`config.mk`:
```
export PLATFORM = sky130hd
export DESIGN_NAME = fifo_port_ctrl
export DESIGN_NICKNAME = d
export VERILOG_FILES = /design/src/rtl/fifo_port_ctrl.sv
export SDC_FILE = /design/constraint.sdc
export NUM_CORES = 1
export LEC_CHECK = 0
export ABC_AREA = 1
export CAP_MARGIN = 20
export CORE_ASPECT_RATIO = 1.25
export CORE_UTILIZATION = 35
export CTS_CLUSTER_DIAMETER = 120
export DETAILED_ROUTE_END_ITERATION = 8
export GPL_TIMING_DRIVEN = 0
export PLACE_DENSITY = 0.8
export SLEW_MARGIN = 20
export SYNTH_ARGS = -nofsm -noshare
export SYNTH_HDL_FRONTEND = slang
export SYNTH_SLANG_ARGS = --single-unit
```
`constraint.sdc`:
```
create_clock -name SYSCLK -period 1.7 [get_ports SYSCLK]
set_input_delay 0.34 -clock SYSCLK [delete_from_list [all_inputs] [get_ports SYSCLK]]
set_output_delay 0.34 -clock SYSCLK [all_outputs]
set_load 0.005 [all_outputs]
```
`src/rtl/fifo_port_ctrl.sv`:
```
// fifo_port_ctrl: round-robin write arbiter, registered read port
// and shadow occupancy checker for a small synchronous FIFO.
module fifo_port_ctrl #(
  parameter  int DW    = 8,
  parameter  int DEPTH = 4,
  localparam int LW    = $clog2(DEPTH) + 1
) (
  input  logic          SYSCLK,
  input  logic          RST_B,
  input  logic          REQ0,
  input  logic          REQ1,
  input  logic [DW-1:0] DIN0,
  input  logic [DW-1:0] DIN1,
  output logic          ACK0,
  output logic          ACK1,
  output logic          FIFO_WR_EN,
  output logic [DW-1:0] FIFO_IN,
  output logic          FIFO_RD_EN,
  input  logic          FIFO_FULL,
  input  logic          FIFO_EMPTY,
  input  logic [DW-1:0] FIFO_OUT,
  output logic [DW-1:0] DOUT,
  output logic          DOUT_VLD,
  input  logic          DOUT_RDY,
  output logic [LW-1:0] LEVEL,
  output logic          ERR
);

  typedef enum logic [1:0] {
    IDLE,
    WAIT,
    HOLD
  } rd_state_t;

  localparam logic [LW-1:0] LVL_MAX = LW'(DEPTH);

  rd_state_t state, state_nxt;
  logic      pri;
  logic      elig0, elig1;
  logic      gnt0, gnt1;
  logic      cap;
  logic      lvl_inc, lvl_dec;
  logic      ovf, unf, flag_bad;

  // pri names the requester that wins when both are eligible
  assign elig0 = REQ0 & ~FIFO_FULL;
  assign elig1 = REQ1 & ~FIFO_FULL;
  assign gnt0  = elig0 & (~elig1 | ~pri);
  assign gnt1  = elig1 & (~elig0 | pri);

  assign ACK0       = gnt0;
  assign ACK1       = gnt1;
  assign FIFO_WR_EN = gnt0 | gnt1;
  assign FIFO_IN    = gnt1 ? DIN1 : DIN0;

  always_ff @(posedge SYSCLK or negedge RST_B) begin
    if (!RST_B) begin
      pri <= 1'b0;
    end else if (gnt0 | gnt1) begin
      pri <= ~gnt1;
    end
  end

  always_comb begin
    state_nxt  = state;
    FIFO_RD_EN = 1'b0;
    cap        = 1'b0;
    case (state)
      IDLE: begin
        if (!FIFO_EMPTY) begin
          FIFO_RD_EN = 1'b1;
          state_nxt  = WAIT;
        end
      end
      WAIT: begin
        cap       = 1'b1;
        state_nxt = HOLD;
      end
      HOLD: begin
        if (DOUT_RDY) begin
          if (!FIFO_EMPTY) begin
            FIFO_RD_EN = 1'b1;
            state_nxt  = WAIT;
          end else begin
            state_nxt = IDLE;
          end
        end
      end
      default: state_nxt = IDLE;
    endcase
  end

  always_ff @(posedge SYSCLK or negedge RST_B) begin
    if (!RST_B) begin
      state    <= IDLE;
      DOUT     <= '0;
      DOUT_VLD <= 1'b0;
    end else begin
      state    <= state_nxt;
      DOUT_VLD <= (state_nxt == HOLD);
      if (cap) begin
        DOUT <= FIFO_OUT;
      end
    end
  end

  // a same-cycle read and write cancel out
  assign lvl_inc  = FIFO_WR_EN & ~FIFO_RD_EN;
  assign lvl_dec  = FIFO_RD_EN & ~FIFO_WR_EN;
  assign ovf      = lvl_inc & (LEVEL == LVL_MAX);
  assign unf      = lvl_dec & (LEVEL == '0);
  assign flag_bad = ((LEVEL == LVL_MAX) != FIFO_FULL)
                  | ((LEVEL == '0) != FIFO_EMPTY);

  always_ff @(posedge SYSCLK or negedge RST_B) begin
    if (!RST_B) begin
      LEVEL <= '0;
      ERR   <= 1'b0;
    end else begin
      if (lvl_inc && !ovf) begin
        LEVEL <= LEVEL + 1'b1;
      end else if (lvl_dec && !unf) begin
        LEVEL <= LEVEL - 1'b1;
      end
      ERR <= ERR | ovf | unf | flag_bad;
    end
  end

endmodule

```
**After elaboration in Yosys (flattened, before gate mapping)**

Index checks and enable logic that the tools add are counted.

- Word-level logic and storage cells: 54
- Bits in registers: 16
- Output and inout bits: 25

- Reductions and logical operators: 7
- Muxes and demuxes: 11
- Bitwise gates (word level): 22
- Add/sub/neg operators: 2
- Eq/ne operators: 6

Operators by type and width:

| cell | count |
|---|---|
| $and 1x1->1 | 8 |
| $mux 8 | 1 |
| $not 1->1 | 7 |
| $or 1x1->1 | 7 |
| $mux 3 | 2 |
| $pmux 2 s3 | 1 |
| $eq 2x2->1 const B | 2 |
| $mux 1 | 4 |
| $mux 2 | 2 |
| $add 3x1->3 const B | 1 |
| $eq 3x3->1 const B | 1 |
| $logic_not 3->1 | 1 |
| $sub 3x1->3 const B | 1 |
| $eq 2x1->1 const B | 1 |
| $logic_and 1x1->1 | 2 |
| $logic_not 1->1 | 2 |
| $logic_not 2->1 | 1 |
| $ne 1x1->1 | 2 |
| $pmux 1 s2 | 1 |
| $reduce_bool 2->1 | 1 |

**Logic depth before layout (Yosys ltp)**

- Depth after elaboration: 13
- Depth in mapped cells: 9

**Worst setup path before layout**

Ideal clock, no wire load.

- Path kind: register to register
- Start: reg LEVEL[0]
- End: reg LEVEL[2]
- Arrival: 1.408 ns
- Cell stages (with the launch flop): 9
- Buffers on the path: 0
- Required time: 1.583 ns
- Setup slack: 0.174 ns
- Cells stage by stage: dfrtp_1 nor2_1 nand2_1 nand3_4 fa_1 inv_1 nand4_1 nand3_1 nand2_1

- Cells in the longest elaborated chain, start to end: 5
- Elaborated cells between the ends (all ways): 13
- Those cells by class: 2 x add/sub; 1 x eq/ne; 2 x mux; 2 x bitwise; 6 x reduce/logical

Ends and longest elaborated chain:

| what | RTL line | source |
|---|---|---|
| from (decl) | 25 | `output logic [LW-1:0] LEVEL,` |
| from (signal assigned) | 121 | `LEVEL <= LEVEL + 1'b1;` |
| from (signal assigned) | 123 | `LEVEL <= LEVEL - 1'b1;` |
| parallel branches: the longest is 5 deep, another holds $sub 3x1->3 | n/a |  |

Parallel ways; which one is timed is not known. The select of a mux whose other input is x is not followed.
A chain may end at the register's enable or synchronous reset.

**Worst setup path after layout**

- Start: reg pri
- End: out FIFO_IN[7]

- Cells in the longest elaborated chain, start to end: 3

Ends and longest elaborated chain:

| what | RTL line | source |
|---|---|---|
| from (decl) | 38 | `logic pri;` |
| from (signal assigned) | 60 | `pri <= ~gnt1;` |
| $or 1x1->1 | 49 | `assign gnt1 = elig1 & (~elig0 \| pri);` |
| $and 1x1->1 | 49 |  |
| $mux 8 | 54 | `assign FIFO_IN = gnt1 ? DIN1 : DIN0;` |
| to (decl) | 17 | `output logic [DW-1:0] FIFO_IN,` |

Every way passes these cells.

==> results.md <==
- Result of the run: completed
- Number of top-level pins: 56
- Proportion of register bits with asynchronous set or reset after synthesis: 1.00
- Number of CTS-inserted buffers: 3
- Portion of synthesized cell area occupied by the leading cell type: 0.469
- Core Region: 0.00226 mm^2
- Category of the most critical setup path: reg -> out
- GRT Residual Overflow: 0
- First-iteration detailed-routing DRC count: 8
- Vias post-DR: roughly 950
- Clock skew: 2.36 ps
- # hold bufs at CTS: 0
- Placement Rows: 19
- Count of state elements after synthesis: 16
- Warning count from the yosys run: 0
- Fraction of the yosys area taken by sequential cells: 0.469
- Minimum clock period: about 1700 ps
- Total leakage power: around 0.00079 uW
- Worst-skew pair later-pin latency: 280 ps
- Tightest slew margin relative to the limit: 0.531
- Pwr Density: approximately 1000 mW/mm^2
- Synth cell count leaders: 39 x nand2_1, 16 x dfrtp_1, 10 x inv_1, 8 x mux2_2, 5 x nand3_1
- Full die area: about 0.0026 mm^2
- Setup Slack @ Placement: -580 ps
- Setup repair after global routing missed its margin: yes
- Number of antenna violations at the first check in global routing: 0
- Synthesized-area fraction occupied by xor and xnor cells: 0.0102
- Simple-Gate Fraction of Synth Area: 0.278
- Width of the die: 46.2 um
- Initial Util: 0.378
- Post-Synthesis Cells: 99
- Final hold violation count: 0
- Number of pins with negative max-slew slack in the final report: 0
- Total Nets Final: about 200
- Fraction of layout instances using a drive strength above 1: 0.349
- Average vias per placed instance: 4.73
- Net count after synthesis: ~130
- Worst Path Arrival: between 1000 and 1500 ps
- Antenna violation net count after detailed routing: 0
- Min Hold Slack: around 300 ps
- Layout area overhead: 86.2%
- Max_cap viols: 0
- Startpoint type of the worst setup path: register
- DRC violations left: 0
- Synth Area in Compound Gates: 0.0483
- Pin count of the biggest net entering global routing: 17
- Netlist area before placement: around 850 um^2
- Register clock-pin slew on the reported worst setup and hold paths: ~90 ps
- Wirelength per Cell: 11.1 um
- Nature of the critical path endpoint: output port
- Peak Freq: 0.592 GHz
- Total track usage: 0.188
- Total iterations of the first detailed-routing run: 4
- Root buf cell: clkbuf_4
- H-tree level count: 1
- Crit share post-route: 0.993
- Number of enable-type register cells in the synthesized netlist: 0
- Number of antenna cells inserted: 0
- Leading area contributor after synthesis: dfrtp_1
- Transition time of the tightest slew-check pin: approximately 700 ps
- Sum of routed wire length over all layers: ~2200 um
- Sinks on the clock net: 16
- Final Wtd Congestion: 0.792
- Die Height: approximately 57 um
- Max VDD drop: just under 0.7 mV
- Most common cell in the netlist: nand2_1
- Required time reported for the critical path endpoint: ~1400 ps
- Most used flip-flop cell after synthesis: dfrtp_1
- Core utilization of the finished layout: 0.705
- Post-detailed-placement half-perimeter wirelength: 1750 um
- Netlist cell types: 18
- Via count of the first global-routing pass: 967
- Setup slack after layout: ~12 ps
- Buffers on Ports: 55
- Mean Syn Cell Area: between 8 and 9 um^2
- Clock tree from TritonCTS: yes
- Buffer levels on the longest clock path: 2
- Number of setup violations in the final report: 0
- Adder and majority gate portion of the synthesized area: 0.0234
- Largest cells by area after synthesis: dfrtp_1 47%, nand2_1 17%, mux2_2 11%
- Worst hold path class: in -> reg
- Global-route wire length before repair: around 3700 um
- Dominant combinational cell family by area after synthesis: simple AND/OR/NAND/NOR gates
- Critical path fanouts, max: 3
- Proportion of synthesized area in mux cells: 0.105
-- stage by stage --
step | power [uW] | cell area [um^2] | instances | setup TNS [ps]
2_1_floorplan | 944 | 855 | 99 | 0
3_3_place_gp | 1350 | 1440 | 185 | -6170
3_5_place_dp | 1380 | 1440 | 185 | -6480
4_1_cts | 1640 | 1550 | 199 | 0
5_1_grt | 1800 | 1590 | 200 | -251
6_report | 1660 | 1590 | 200 | 0
-- sequential cells by signal (all words and copies together), names as in the netlist --
| signal | cells |
|---|---|
| LEVEL | 3 |
| state | 2 |
| DOUT_VLD | 1 |
| ERR | 1 |
| DOUT | 8 |
| pri | 1 |
-- what timing repair did --
| action | in CTS | in global routing |
|---|---|---|
| pin swaps | 3 | 11 |
| cloned | 1 | 0 |
| setup buffers | 10 | 1 |
| gates resized for setup | 42 | 26 |
| endpoints found under the setup margin | 13 | 13 |
-- power by group --
part	total (uW)	switching (uW)	internal [uW]
Combinational	811	324	487
Sequential	606	93.1	513
Clock	246	116	130
-- final timing paths --
check	start	endpoint	slack (ps)	depth (start not counted)
max	pri	FIFO_IN[7]	10	7
min	FIFO_FULL	ERR	300	3
max reg2reg	state[0]	LEVEL[2]	160	9
min reg2reg	DOUT[1]	DOUT[1]	510	1
max in group asynchronous	RST_B	LEVEL[0]	740	1
min in group asynchronous	RST_B	DOUT[7]	470	1
-- layer usage --
metal | vias to the layer above | GRT usage | share of wire
met3 | 2 | 0.0411 | 0.087
met5 | - | 0 | 0
met2 | 49 | 0.374 | 0.58
met1 | 441 | 0.177 | 0.33
li1 | 454 | - | -
met4 | 0 | 0.0504 | 0.010
-- placed cells by master (no fill, tap or decap), drive strengths merged --
| cell | instances |
|---|---|
| a21oi | 2 |
| buf | 17 |
| clkbuf | 9 |
| clkdlybuf4s50 | 39 |
| dfrtp | 16 |
| dlygate4sd2 | 4 |
| dlymetal6s2s | 2 |
| fa | 1 |
| inv | 12 |
| mux2 | 8 |
| nand2 | 42 |
| nand3 | 7 |
| nand4 | 2 |
| nor2 | 2 |
| o21ai | 4 |
| o21bai | 1 |
| xor2 | 1 |
-- worst max-delay path, stage by stage (launching register included) --
cell     delay (ps)
dfrtp_1         380
inv_2            60
a21oi_4         200
buf_6           130
buf_6            90
nand2_2          40
nand2_1          50
buf_2           110
-- cells by family (layout without fill, tap and decap cells) --
group           Yosys count  after routing
fa+ha+maj                 1              1
buf+inv                  13             83
compound gates            7              7
simple gates             53             53
xor+xnor                  1              1
mux                       8              8
flops                    16             16
-- final cells by class --
class                      instances  area [um^2]
fill                             177          667
timing repair buffer              66          608
multi-input combinational         70          448
sequential                        16          402
inverter                          12         47.5
tap                               31         38.8
clock buffer                       4         36.3
buffer                             1         11.3
Note: power is estimated with default switching activity, not from simulation.
